==> config.mk <==
export PLATFORM = sky130hd
export DESIGN_NAME = clint_timer
export DESIGN_NICKNAME = d
export VERILOG_FILES = /design/src/rtl/csr_pkg.sv /design/src/rtl/clint_tick_gen.sv /design/src/rtl/clint_timer.sv
export SDC_FILE = /design/constraint.sdc
export NUM_CORES = 1
export LEC_CHECK = 0
export ABC_CLOCK_PERIOD_IN_PS = 2860
export CAP_MARGIN = 15
export CORE_MARGIN = 1.5
export CORE_UTILIZATION = 55
export DETAILED_ROUTE_END_ITERATION = 6
export GPL_ROUTABILITY_DRIVEN = 0
export HOLD_SLACK_MARGIN = 0.03
export PLACE_DENSITY_LB_ADDON = 0.08
export SYNTH_ARGS = -nofsm -noshare
export SYNTH_HDL_FRONTEND = slang
export SYNTH_HIERARCHICAL = 1
export SYNTH_SLANG_ARGS = --single-unit
==> constraint.sdc <==
create_clock -name clock -period 2.86 [get_ports clock]
set_clock_uncertainty 0.05 [all_clocks]
set_input_delay 0.858 -clock clock [delete_from_list [all_inputs] [get_ports clock]]
set_output_delay 0.858 -clock clock [all_outputs]
set_load 0.005 [all_outputs]
==> src/rtl/csr_pkg.sv <==
// Shared CSR/CLINT definitions: interrupt cause codes, CLINT register map, bus FSM states
// and the address decode / byte-merge helpers used by the CLINT.
package csr_pkg;

    typedef enum logic [3:0] {
        IntSsi = 4'd1,
        IntMsi = 4'd3,
        IntSti = 4'd5,
        IntMti = 4'd7,
        IntSei = 4'd9,
        IntMei = 4'd11
    } interrupt_t;

    typedef enum logic [15:0] {
        Msip     = 16'h0000,
        Ssip     = 16'h0004,
        Mtimecmp = 16'h4000,
        Mtime    = 16'hBFF8
    } clint_addr_t;

    localparam logic [63:0] MtimecmpReset = 64'hFFFF_FFFF_FFFF_FFFF;

    typedef enum logic {
        StIdle,
        StAck
    } clint_state_t;

    typedef struct packed {
        logic msip;
        logic mtimecmp;
        logic mtime;
        logic hi;
    } clint_dec_t;

    // Registers are viewed as 64-bit doublewords; on a 32-bit bus addr[2] picks the hi word.
    // The msip doubleword carries setssip in its upper word, so 0x0004 lands on bit 32.
    function automatic clint_dec_t clint_decode(input logic [15:0] addr, input logic wide);
        clint_dec_t  dec;
        logic        aligned;
        logic [15:0] base;
        aligned      = wide ? (addr[2:0] == 3'b000) : (addr[1:0] == 2'b00);
        base         = {addr[15:3], 3'b000};
        dec.msip     = aligned && (base == Msip);
        dec.mtimecmp = aligned && (base == Mtimecmp);
        dec.mtime    = aligned && (base == Mtime);
        dec.hi       = !wide && addr[2];
        return dec;
    endfunction

    function automatic logic [63:0] byte_merge(input logic [63:0] old, input logic [63:0] data,
                                               input logic [7:0] mask);
        logic [63:0] res;
        for (int i = 0; i < 8; i++) begin
            res[8*i +: 8] = mask[i] ? data[8*i +: 8] : old[8*i +: 8];
        end
        return res;
    endfunction

endpackage

==> src/rtl/clint_tick_gen.sv <==
// Prescaler for the CLINT time base: pulses tick once every PRESCALE clock cycles.
module clint_tick_gen #(
    parameter int unsigned PRESCALE = 1
) (
    input  logic clock,
    input  logic reset_n,
    output logic tick
);

    localparam int unsigned CntW = (PRESCALE > 1) ? $clog2(PRESCALE) : 1;
    localparam logic [CntW-1:0] CntMax = CntW'(PRESCALE - 1);

    logic [CntW-1:0] cnt_q, cnt_d;

    // With PRESCALE=1 the counter is pinned at zero and tick stays high.
    always_comb begin
        tick  = (cnt_q == CntMax);
        cnt_d = tick ? '0 : cnt_q + CntW'(1);
    end

    always_ff @(posedge clock or negedge reset_n) begin
        if (!reset_n) begin
            cnt_q <= '0;
        end else begin
            cnt_q <= cnt_d;
        end
    end

endmodule

==> src/rtl/clint_timer.sv <==
// Core-local interruptor: Wishbone-mapped msip/mtimecmp/mtime producing MSI/MTI lines.
// Define CLINT_SSIP_EN to add the setssip register at 0x0004 driving ssip_o.
module clint_timer
    import csr_pkg::*;
#(
    parameter int unsigned DATA_SIZE = 32,
    parameter int unsigned PRESCALE  = 1
) (
    input  logic                   clock,
    input  logic                   reset_n,
    input  logic                   wb_cyc_i,
    input  logic                   wb_stb_i,
    input  logic                   wb_we_i,
    input  logic [15:0]            wb_addr_i,
    input  logic [DATA_SIZE/8-1:0] wb_sel_i,
    input  logic [DATA_SIZE-1:0]   wb_dat_i,
    output logic [DATA_SIZE-1:0]   wb_dat_o,
    output logic                   wb_ack_o,
    output logic                   msip_o,
    output logic                   mtip_o,
    output logic                   ssip_o,
    output logic [63:0]            mtime_o
);

    localparam int unsigned SelW = DATA_SIZE / 8;
    localparam logic        Wide = (DATA_SIZE == 64);

    clint_state_t          state_q;
    logic [15:0]           addr_q;
    logic                  we_q;
    logic [SelW-1:0]       sel_q;
    logic [DATA_SIZE-1:0]  dat_q;
    logic                  ack_q;
    logic [DATA_SIZE-1:0]  rdata_q;

    logic                  msip_q, msip_d;
    logic                  mtip_q;
    logic [63:0]           mtime_q, mtime_d;
    logic [63:0]           mtimecmp_q, mtimecmp_d;
    logic                  ssip;

    logic                  tick;
    logic                  commit;
    clint_dec_t            dec_rd, dec_wr;
    logic [63:0]           rd_dw;
    logic [DATA_SIZE-1:0]  rd_word;
    logic [63:0]           wr_data;
    logic [7:0]            wr_mask;

    clint_tick_gen #(
        .PRESCALE(PRESCALE)
    ) u_tick_gen (
        .clock  (clock),
        .reset_n(reset_n),
        .tick   (tick)
    );

    assign dec_rd = clint_decode(wb_addr_i, Wide);
    assign dec_wr = clint_decode(addr_q, Wide);
    assign commit = (state_q == StAck) && we_q;

    always_comb begin
        rd_dw = '0;
        if (dec_rd.msip) begin
            rd_dw = {31'b0, ssip, 31'b0, msip_q};
        end else if (dec_rd.mtimecmp) begin
            rd_dw = mtimecmp_q;
        end else if (dec_rd.mtime) begin
            rd_dw = mtime_q;
        end
    end

    generate
        if (DATA_SIZE == 64) begin : g_bus64
            assign rd_word = rd_dw;
            assign wr_mask = sel_q;
            assign wr_data = dat_q;
        end else begin : g_bus32
            assign rd_word = dec_rd.hi ? rd_dw[63:32] : rd_dw[31:0];
            assign wr_mask = dec_wr.hi ? {sel_q, 4'b0000} : {4'b0000, sel_q};
            assign wr_data = {dat_q, dat_q};
        end
    endgenerate

    // A bus write to mtime replaces that cycle's increment: unwritten bytes keep the
    // pre-increment value and no carry reaches the written bytes.
    always_comb begin
        mtime_d    = tick ? mtime_q + 64'd1 : mtime_q;
        mtimecmp_d = mtimecmp_q;
        msip_d     = msip_q;
        if (commit) begin
            if (dec_wr.mtime && (wr_mask != 8'h00)) begin
                mtime_d = byte_merge(mtime_q, wr_data, wr_mask);
            end
            if (dec_wr.mtimecmp) begin
                mtimecmp_d = byte_merge(mtimecmp_q, wr_data, wr_mask);
            end
            if (dec_wr.msip && wr_mask[0]) begin
                msip_d = wr_data[0];
            end
        end
    end

`ifdef CLINT_SSIP_EN
    logic ssip_q;

    always_ff @(posedge clock or negedge reset_n) begin
        if (!reset_n) begin
            ssip_q <= 1'b0;
        end else if (commit && dec_wr.msip && wr_mask[4]) begin
            ssip_q <= wr_data[32];
        end
    end

    assign ssip = ssip_q;
`else
    assign ssip = 1'b0;
`endif

    // Bus FSM plus timer state. Once a request is captured the ACK cycle always completes,
    // even if cyc/stb drop; only reset can cancel it.
    always_ff @(posedge clock or negedge reset_n) begin
        if (!reset_n) begin
            state_q    <= StIdle;
            addr_q     <= '0;
            we_q       <= 1'b0;
            sel_q      <= '0;
            dat_q      <= '0;
            ack_q      <= 1'b0;
            rdata_q    <= '0;
            msip_q     <= 1'b0;
            mtip_q     <= 1'b0;
            mtime_q    <= '0;
            mtimecmp_q <= MtimecmpReset;
        end else begin
            mtime_q    <= mtime_d;
            mtimecmp_q <= mtimecmp_d;
            msip_q     <= msip_d;
            mtip_q     <= (mtime_q >= mtimecmp_q);
            case (state_q)
                StIdle: begin
                    ack_q <= 1'b0;
                    if (wb_cyc_i && wb_stb_i) begin
                        state_q <= StAck;
                        ack_q   <= 1'b1;
                        addr_q  <= wb_addr_i;
                        we_q    <= wb_we_i;
                        sel_q   <= wb_sel_i;
                        dat_q   <= wb_dat_i;
                        rdata_q <= wb_we_i ? '0 : rd_word;
                    end
                end
                StAck: begin
                    state_q <= StIdle;
                    ack_q   <= 1'b0;
                end
                default: begin
                    state_q <= StIdle;
                    ack_q   <= 1'b0;
                end
            endcase
        end
    end

    assign wb_ack_o = ack_q;
    assign wb_dat_o = rdata_q;
    assign msip_o   = msip_q;
    assign mtip_o   = mtip_q;
    assign ssip_o   = ssip;
    assign mtime_o  = mtime_q;

endmodule

Word-level counts from Yosys, hierarchy flattened
Cells that the tools add are included.
{"block": "classes", "addsub": 2, "n_lt_le_gt_ge": 1, "n_eq_ne": 12, "muxes": 20, "bitwise_logic": 1, "n_reduce_logical": 25}
{"cell": "two-way mux 64 bit", "count": 6}
{"cell": "two-way mux 8 bit", "count": 9}
{"cell": "adder 64 x 1 -> 64 bit, second input constant", "count": 1}
{"cell": ">= comparator 64 bit", "count": 1}
{"cell": "two-way mux 32 bit", "count": 2}
{"cell": "== test 13 x 12 -> 1 bit, second input constant", "count": 2}
{"cell": "== test 13 bit, second input constant", "count": 2}
{"cell": "zero test 13 bit", "count": 2}
{"cell": "!= test 3 bit, second input constant", "count": 8}
{"cell": "AND reduction 3 bit", "count": 8}
{"cell": "logical AND 1 bit", "count": 10}
{"cell": "nonzero test 8 bit", "count": 1}
{"cell": "zero test 2 bit", "count": 2}
{"cell": "AND reduction 2 bit", "count": 2}
{"cell": "two-way mux 1 bit", "count": 2}
{"cell": "one-hot mux 1 bit (2 select lines)", "count": 1}
{"cell": "adder 1 bit, second input constant", "count": 1}
{"cell": "NOT 1 bit", "count": 1}
{"block": "word_totals", "register_bits": 217, "in_bits": 57, "output_inout_bits": 100}

Depth between registers and ports, before layout
Gate-level depths: netlist of run 1.
{"block": "depth", "word_depth": 7, "ltp_mapped": 9, "mapped_depth_nobuf": 8}

Hierarchy
Netlist of run 1, hierarchy kept.
{"module": "clint_timer", "instances": 1, "cells_each": 1216, "area_per_inst_um2": 12254.3}
{"module": "clint_tick_gen", "instances": 1, "cells_each": 2, "area_per_inst_um2": 11.3}

Least setup slack after synthesis of run 1
OpenSTA, ideal clock, no wires.
{"block": "synth_timing", "kind": "input -> register", "start": "in wb_addr_i[4]", "end": "reg rdata_q[6], in the netlist wb_dat_o[6]", "setup_time_ns": 0.121, "t_arrival_ns": 2.659, "required_ns": 2.689, "setup_slack_ns": 0.030, "stages": 6, "n_path_buf": 1, "cell_sequence": "nor4_1 > nand4_1 > nor2_1 > buf_2 > mux4_1 > a22o_1"}
{"block": "synth_between", "elab_chain_cells": 7, "word_cells_on_any_way": 11}
{"element": "start, declared", "line": "clint_timer.sv:14", "source": "input logic [15:0] wb_addr_i,"}
{"element": "== test 13 bit", "line": "csr_pkg.sv:45", "source": "dec.mtime = aligned && (base == Mtime);"}
{"element": "logical AND 1 bit", "line": "csr_pkg.sv:45"}
{"element": "two-way mux 64 bit", "line": "clint_timer.sv:68", "source": "end else if (dec_rd.mtime) begin"}
{"element": "two-way mux 64 bit", "line": "clint_timer.sv:66", "source": "end else if (dec_rd.mtimecmp) begin"}
{"element": "two-way mux 64 bit (*)", "line": "clint_timer.sv:64", "source": "if (dec_rd.msip) begin"}
{"element": "two-way mux 32 bit (*)", "line": "clint_timer.sv:79", "source": "assign rd_word = dec_rd.hi ? rd_dw[63:32] : rd_dw[31:0];"}
{"element": "two-way mux 32 bit (*)", "line": "clint_timer.sv:150", "source": "rdata_q <= wb_we_i ? '0 : rd_word;"}
{"element": "end signal, assigned", "line": "clint_timer.sv:150"}
{"element": "end, declared", "line": "clint_timer.sv:34", "source": "logic [DATA_SIZE-1:0] rdata_q;"}
Mark *: on every way between the ends. The rest lies on a longest branch, timed or not.
A chain may end at the register's enable or synchronous reset.

Worst setup path after layout of run 1
{"block": "layout_timing", "start": "in wb_addr_i[3]", "end": "reg rdata_q[6], in the netlist wb_dat_o[6]"}
The elaborated chain is that of the path after synthesis.

==> results of run 1 <==
==> critical path, cell delays in order <==
cell	delay (ns)
clkdlybuf4s50_1	0.44
nor4_2	0.33
nand4_1	0.25
nor2_4	0.22
buf_12	0.20
mux4_1	0.57
a22o_1	0.21
==> cells by family (layout without fill, tap and decap cells) <==
logic type / after synthesis / in the layout
flip-flops: 216 / 216
XOR/XNOR: 2 / 2
other: 2 / 2
AND/OR/NAND/NOR: 490 / 490
adder cells (fa/ha/maj): 65 / 65
multiplexers: 92 / 92
AO/OA/AOI/OAI: 218 / 218
buffers and inverters: 133 / 374
==> final cells by class <==
cell class / count / area [um2] / area share [%]
Clock buffer: 37 / 750.7 / 4.841
Multi-Input combinational cell: 869 / 6238 / 40.23
Tap cell: 280 / 350.3 / 2.259
Clock inverter: 7 / 41.29 / 0.2663
Inverter: 84 / 315.3 / 2.033
Timing Repair Buffer: 246 / 2326 / 15.00
Sequential cell: 216 / 5485 / 35.37
==> layer usage <==
layer	share of wire, %	vias up
met5	0	-
met1	44	5194
met2	46	409
li1	-	4882
met3	6.7	84
met4	3.2	0
==> flip-flops by register name, indices dropped and copies added (netlist names) <==
signal      cells
mtip_o          1
addr_q         16
wb_dat_o       32
mtimecmp_q     64
dat_q          32
mtime_o        64
wb_ack_o        1
msip_o          1
we_q            1
sel_q           4
==> path summary, 6_finish.rpt <==
kind	startpoint	to	cells past startpoint
setup / recovery	wb_addr_i[3]	wb_dat_o[6]$_DFFE_PN0P_	7
hold / removal	reset_n	mtime_o[5]$_DFFE_PN0P_	1
setup reg to reg	addr_q[0]$_DFFE_PN0P_	mtime_o[61]$_DFFE_PN0P_	6
hold reg to reg	addr_q[1]$_DFFE_PN0P_	addr_q[1]$_DFFE_PN0P_	2
max in group asynchronous	reset_n	mtimecmp_q[22]$_DFFE_PN1P_	2
min in group clock	addr_q[1]$_DFFE_PN0P_	addr_q[1]$_DFFE_PN0P_	2
==> power by group through the flow <==
| stage | Combinational (uW) | Clock (uW) | Sequential, uW |
|---|---|---|---|
| finish | 1020 | 3080 | 3510 |
| global route | 1130 | 3230 | 3530 |
| CTS | 1020 | 3110 | 3510 |
| detailed placement | 1010 | 0 | 3560 |
| global placement | 981 | 0 | 3550 |
| floorplan | 485 | 0 | 3480 |
==> metrics by stage <==
step	hold WS (ns)	TNS (ns)	total power (uW)	std cells	setup WS, ns
after detailed placement	0.4087	-13.53	4566	1695	-0.4998
final	0.2443	0	7618	1739	0.1111
after global placement	0.4049	-10.44	4532	1695	-0.3834
after global routing	0.2642	0	7897	1739	0.009662
after CTS	0.2538	0	7637	1739	0.01410
after floorplan	0.3879	0	3966	1218	0.02974
==> cells in the mapped netlist, drive strengths merged (6+ instances only) <==
library cell and count:
nand4 32, a31oi 6, o211ai 11, a22o 31, nor4 17, mux2 55, o21ai 41, nor3 23
nor2 63, and4 16, and3 16, o22ai 7, and2 12, inv 83, mux4 31, ha 65
a21oi 43, mux2i 6, clkbuf 33, a2111oi 6, buf 16, dfstp 64, nand3 55, nand2 231
nand2b 7, dfrtp 152, a211oi 21
==> metrics.cfg, run 1 <==
[status]
status = completed

[final_layout]
layout_commonest_cell = nand2_1
nets = 1563
drive_above_1_share_pct = 21.80
syn_to_final_growth_pct = 26.43
final_util_pct = 71.06
final_cell_mix = 230 x nand2_1, 154 x clkdlybuf4s50_1, 152 x dfrtp_1
antenna_cells = 0
design_area_um2 = 15510
fill_cells = 1707

[routing]
vias_per_cell = 6.078
drt_iter0_markers = 961
drt_drc_violations_left = 0
wl_per_cell_um = 20.62
routed_wirelength_um = 35850
dr_total_vias = 10569
ant_nets = 0
dr.pass1.iters = 6

[sta]
clock.fmax_mhz = 363.8
min_period_ns = 2.749
finalHoldViolations = 0
min_period_over_period_pct = 96.11
worst_pin_slew_ns = 0.6029
relSlewSlack_pct = 59.50
setup_viol = 0
rsz0062_at_grt = false
drv_slew = 0

[setup_path]
arrival_ns = 3.10
cp_max_fo = 16
critPathLaunchType = input pin
reg2reg_slack_ns = 0.21
crit_type = input pin to flop
worst_ep_required_time_ns = 3.21
cp-end-kind = flop

[flow_run]
max_cap_violations = 0

[power_and_ir_drop]
power_density_nw_per_um2 = 491.3
p_int_uw = 5551
switchingPower_uw = 2067
swShare_pct = 27.14
seqPwrFrac_pct = 46.1
power.share.clock_pct = 40.5
total_leakage_power_uw = 0.006689
ir_drop_mv = 0.3265
comb_power_share_pct = 13.4

[global_routing]
grt_pass1_wl_um = 57730
grt_antenna_before_repair = 0
grt_overflow = 0
grt_max_degree = 65
first_global_vias = 10517
grt_util_met2_pct = 50.33
grt.met3_usage_pct = 4.949
grt-busiest-layer = met2
grt_use_met1_pct = 43.53
grt_usage_pct = 31.21

[clock_tree]
cts_buffers = 24
clkSinkCount = 216
cts_tree = built
cts_hold_buf = 0
cts-root-buf = clkbuf_16
clock_latency_ns = 0.53
path_clk_slew_ns = 0.06
cts_buffer_depth = 3
post_cts_buffers = 0
cts_resized = 0
htreeDepth = 1

[place]
port-buffer-count = 155
placed_area_um2 = 14710
dp_hpwl_um = 26440

[floorplanning]
die_area_um2 = 23210
die_h_um = 152.3
ios = 157
floorplan.initialDensity_pct = 56.20
core_um2 = 21820
num_rows = 54
die_x_um = 152.3

[synthesis]
synth_cells = 1218
synth_area_um2 = 12270
yosys_warnings = 6
synthMuxAreaShare_pct = 11.26
synth_top_family_by_area = simple AND/OR/NAND/NOR gates
synth-simple-area-share_pct = 19.70
synth_edf_count = 0
synthArstFlopShare_pct = 100.0
yosys.area.top_type = dfrtp_1
ys_seq_area_share_pct = 44.72
synth_top_area_share_pct = 31.01
synth_compound_area_share_pct = 12.91
synth_top_flop_cell = dfrtp_1
synthXorXnorAreaFrac_pct = 0.1428
yosysUniqueCellTypes = 80
ys_ff_latch = 216
syn-num-nets = 1340
syn_area_per_cell_um2 = 10.07
synth.area.top_cells = dfrtp_1 31%, dfstp_2 14%, nand2_1 7.0%
synth_adder_area_share_pct = 6.631

[min_path]
min_path_type = input pin to asynchronous set/reset pin

No activity file was read; power rests on OpenSTA's default activity.
==> run 2, diff against run 1 <==
--- a/config.mk
+++ b/config.mk
@@ -8,10 +8,11 @@
 export ABC_CLOCK_PERIOD_IN_PS = 2860
 export CAP_MARGIN = 15
 export CORE_MARGIN = 1.5
-export CORE_UTILIZATION = 55
+export CORE_UTILIZATION = 59
 export DETAILED_ROUTE_END_ITERATION = 6
+export DONT_BUFFER_PORTS = 1
 export GPL_ROUTABILITY_DRIVEN = 0
-export HOLD_SLACK_MARGIN = 0.03
+export HOLD_SLACK_MARGIN = 0.05
 export PLACE_DENSITY_LB_ADDON = 0.08
 export SYNTH_ARGS = -nofsm -noshare
 export SYNTH_HDL_FRONTEND = slang
==> metrics.cfg, run 2 (synthesized netlist as in run 1, its figures left out) <==
[clock_tree]
cts_buffers = 24  ; unchanged
htreeDepth = 1  ; unchanged
clkSinkCount = 216  ; unchanged
cts-root-buf = clkbuf_16  ; unchanged
cts_tree = built  ; unchanged
post_cts_buffers = 0  ; unchanged
clock_latency_ns = 0.52  ; was 0.53 ns
cts_buffer_depth = 3  ; unchanged
path_clk_slew_ns = 0.06  ; about the same
cts_resized = 0  ; unchanged

[sta]
setup_ws_ns = 0.1502  ; was 0.1111 ns
worst_pin_slew_ns = 0.6921  ; was 0.6029 ns
finalHoldViolations = 22  ; was 0
fin_tns_setup_ns = 0  ; unchanged
hold_slack_ns = -0.01335  ; was 0.2443 ns
relSlewSlack_pct = 53.86  ; was 59.50%
rsz0062_at_grt = false  ; unchanged
setup_viol = 0  ; unchanged
clock.fmax_mhz = 369.0  ; was 363.8 MHz
min_period_ns = 2.710  ; was 2.749 ns
drv_slew = 0  ; unchanged
min_period_over_period_pct = 94.75  ; was 96.11%

[place]
post-place-ws_ns = 0.009210  ; was -0.4998 ns
dp_hpwl_um = 25000  ; was 26440 um
placed_area_um2 = 13010  ; was 14710 um2
port-buffer-count = 0  ; was 155

[setup_path]
critPathLaunchType = flop  ; was input pin
cp_max_fo = 9  ; was 16
path_cells = nand4_2, or3_1, a2111oi_4, nand4_1, or3_1, nand3_1  ; was clkdlybuf4s50_1, nor4_2, nand4_1, nor2_4, buf_12, mux4_1, a22o_1
crit_top_cell = or3_1
crit_type = flop to flop  ; was input pin to flop
arrival_ns = 3.12  ; was 3.10 ns
slowest_stage = a2111oi_4  ; was mux4_1
worst_ep_required_time_ns = 3.27  ; was 3.21 ns
slowest_delay_ns = 0.68  ; was 0.57 ns
cp-end-kind = flop  ; unchanged

[routing]
wl_per_cell_um = 21.99  ; was 20.62 um
ant_nets = 0  ; unchanged
routed_wirelength_um = 34320  ; was 35850 um
drt_drc_violations_left = 0  ; unchanged
vias_per_cell = 6.359  ; was 6.078
drt_iter0_markers = 876  ; was 961
dr_total_vias = 9926  ; was 10569
dr.pass1.iters = 5  ; was 6

[final_layout]
syn_to_final_growth_pct = 13.13  ; was 26.43%
drive_above_1_share_pct = 23.39  ; was 21.80%
layout_commonest_cell = nand2_1  ; unchanged
antenna_cells = 0  ; unchanged
design_area_um2 = 13880  ; was 15510 um2
nets = 1395  ; was 1563
final_cell_mix = 230 x nand2_1, 152 x dfrtp_1, 82 x inv_1  ; was 230 x nand2_1, 154 x clkdlybuf4s50_1, 152 x dfrtp_1

[status]
status = finished with violations  ; was completed
violations = negative hold slack

[floorplanning]
die_x_um = 147.2  ; was 152.3 um
num_rows = 52  ; was 54
floorplan.initialDensity_pct = 60.42  ; was 56.20%
die_area_um2 = 21660  ; was 23210 um2
die_h_um = 147.2  ; was 152.3 um
core_um2 = 20300  ; was 21820 um2
ios = 157  ; unchanged

[power_and_ir_drop]
ir_drop_mv = 0.5450  ; was 0.3265 mV
total_leakage_power_uw = 0.006068  ; was 0.006689 uW
power_density_nw_per_um2 = 551.0  ; was 491.3 nW/um2

[flow_run]
max_cap_violations = 0  ; unchanged

[global_routing]
grt_max_degree = 217  ; was 65
first_global_vias = 9704  ; was 10517
grt_pass1_wl_um = 54610  ; was 57730 um
grt_usage_pct = 32.28  ; was 31.21%
grt_antenna_before_repair = 0  ; unchanged
grt_overflow = 0  ; unchanged

[min_path]
min_path_type = input pin to asynchronous set/reset pin  ; unchanged

## run 2: cell types whose count changed in the layout (fill, tap and decap cells not counted), moves of 2 or more
cell,before,now
buf_4,84,74
bufinv_16,0,4
clkinv_2,5,3
clkbuf_8,9,6
buf_12,7,4
clkdlybuf4s50_1,154,0
## run 2: final cells by class
cell class                      instances  area [um2]
Timing Repair Buffer                   78       635.6
Multi-Input combinational cell        869        6232
Fill cell                            1619        6424
Tap cell                              270       337.8
Clock inverter                          8       142.6
Inverter                               84       315.3
Sequential cell                       216        5485
Clock buffer                           36       726.9
## run 2: power breakdown
group	internal (uW)	switching [uW]
combinational	358	454
sequential	3240	221
clock	2110	1260
## run 2: through the flow
stage | power, uW | hold WS (ns) | instances | util [%]
global placement | 4281 | 0.4019 | 1517 | 64.07
detailed placement | 4308 | 0.4097 | 1517 | 64.07
floorplan | 3966 | 0.3879 | 1218 | -
global route | 7923 | -0.02804 | 1561 | 68.36
CTS | 7682 | -0.02418 | 1561 | 68.36
finish | 7645 | -0.01335 | 1561 | 68.36
## run 2: critical path, delay by kind of cell (launching register included)
family / cells / cell delay [ns]
AND/OR/NAND/NOR: 5 / 1.43
flip-flops: 1 / 0.48
AO/OA/AOI/OAI: 1 / 0.68
## run 2: path summary, 6_finish.rpt
path                            slack, ns                    start  cells after the start                    endpoint
worst max-delay path                 0.15  mtime_o[13]$_DFFE_PN0P_                      6     mtime_o[58]$_DFFE_PN0P_
worst min-delay path                -0.01                  reset_n                      0    wb_dat_o[12]$_DFFE_PN0P_
worst max register to register       0.15  mtime_o[13]$_DFFE_PN0P_                      6     mtime_o[58]$_DFFE_PN0P_
worst min register to register       0.42    addr_q[0]$_DFFE_PN0P_                      2       addr_q[0]$_DFFE_PN0P_
max in group asynchronous            2.49                  reset_n                      0  mtimecmp_q[57]$_DFFE_PN1P_
min in group clock                   0.39                  wb_we_i                      1     wb_dat_o[0]$_DFFE_PN0P_
## run 2: routing by layer
metal  up-vias  global-route usage [%]  part of all wire [%]
li1       4541                       -                     -
met3        62                   7.671                   8.5
met4         0                   7.650                   2.2
met5         -                       0                     0
met1      4920                   45.39                    43
met2       403                   50.92                    46
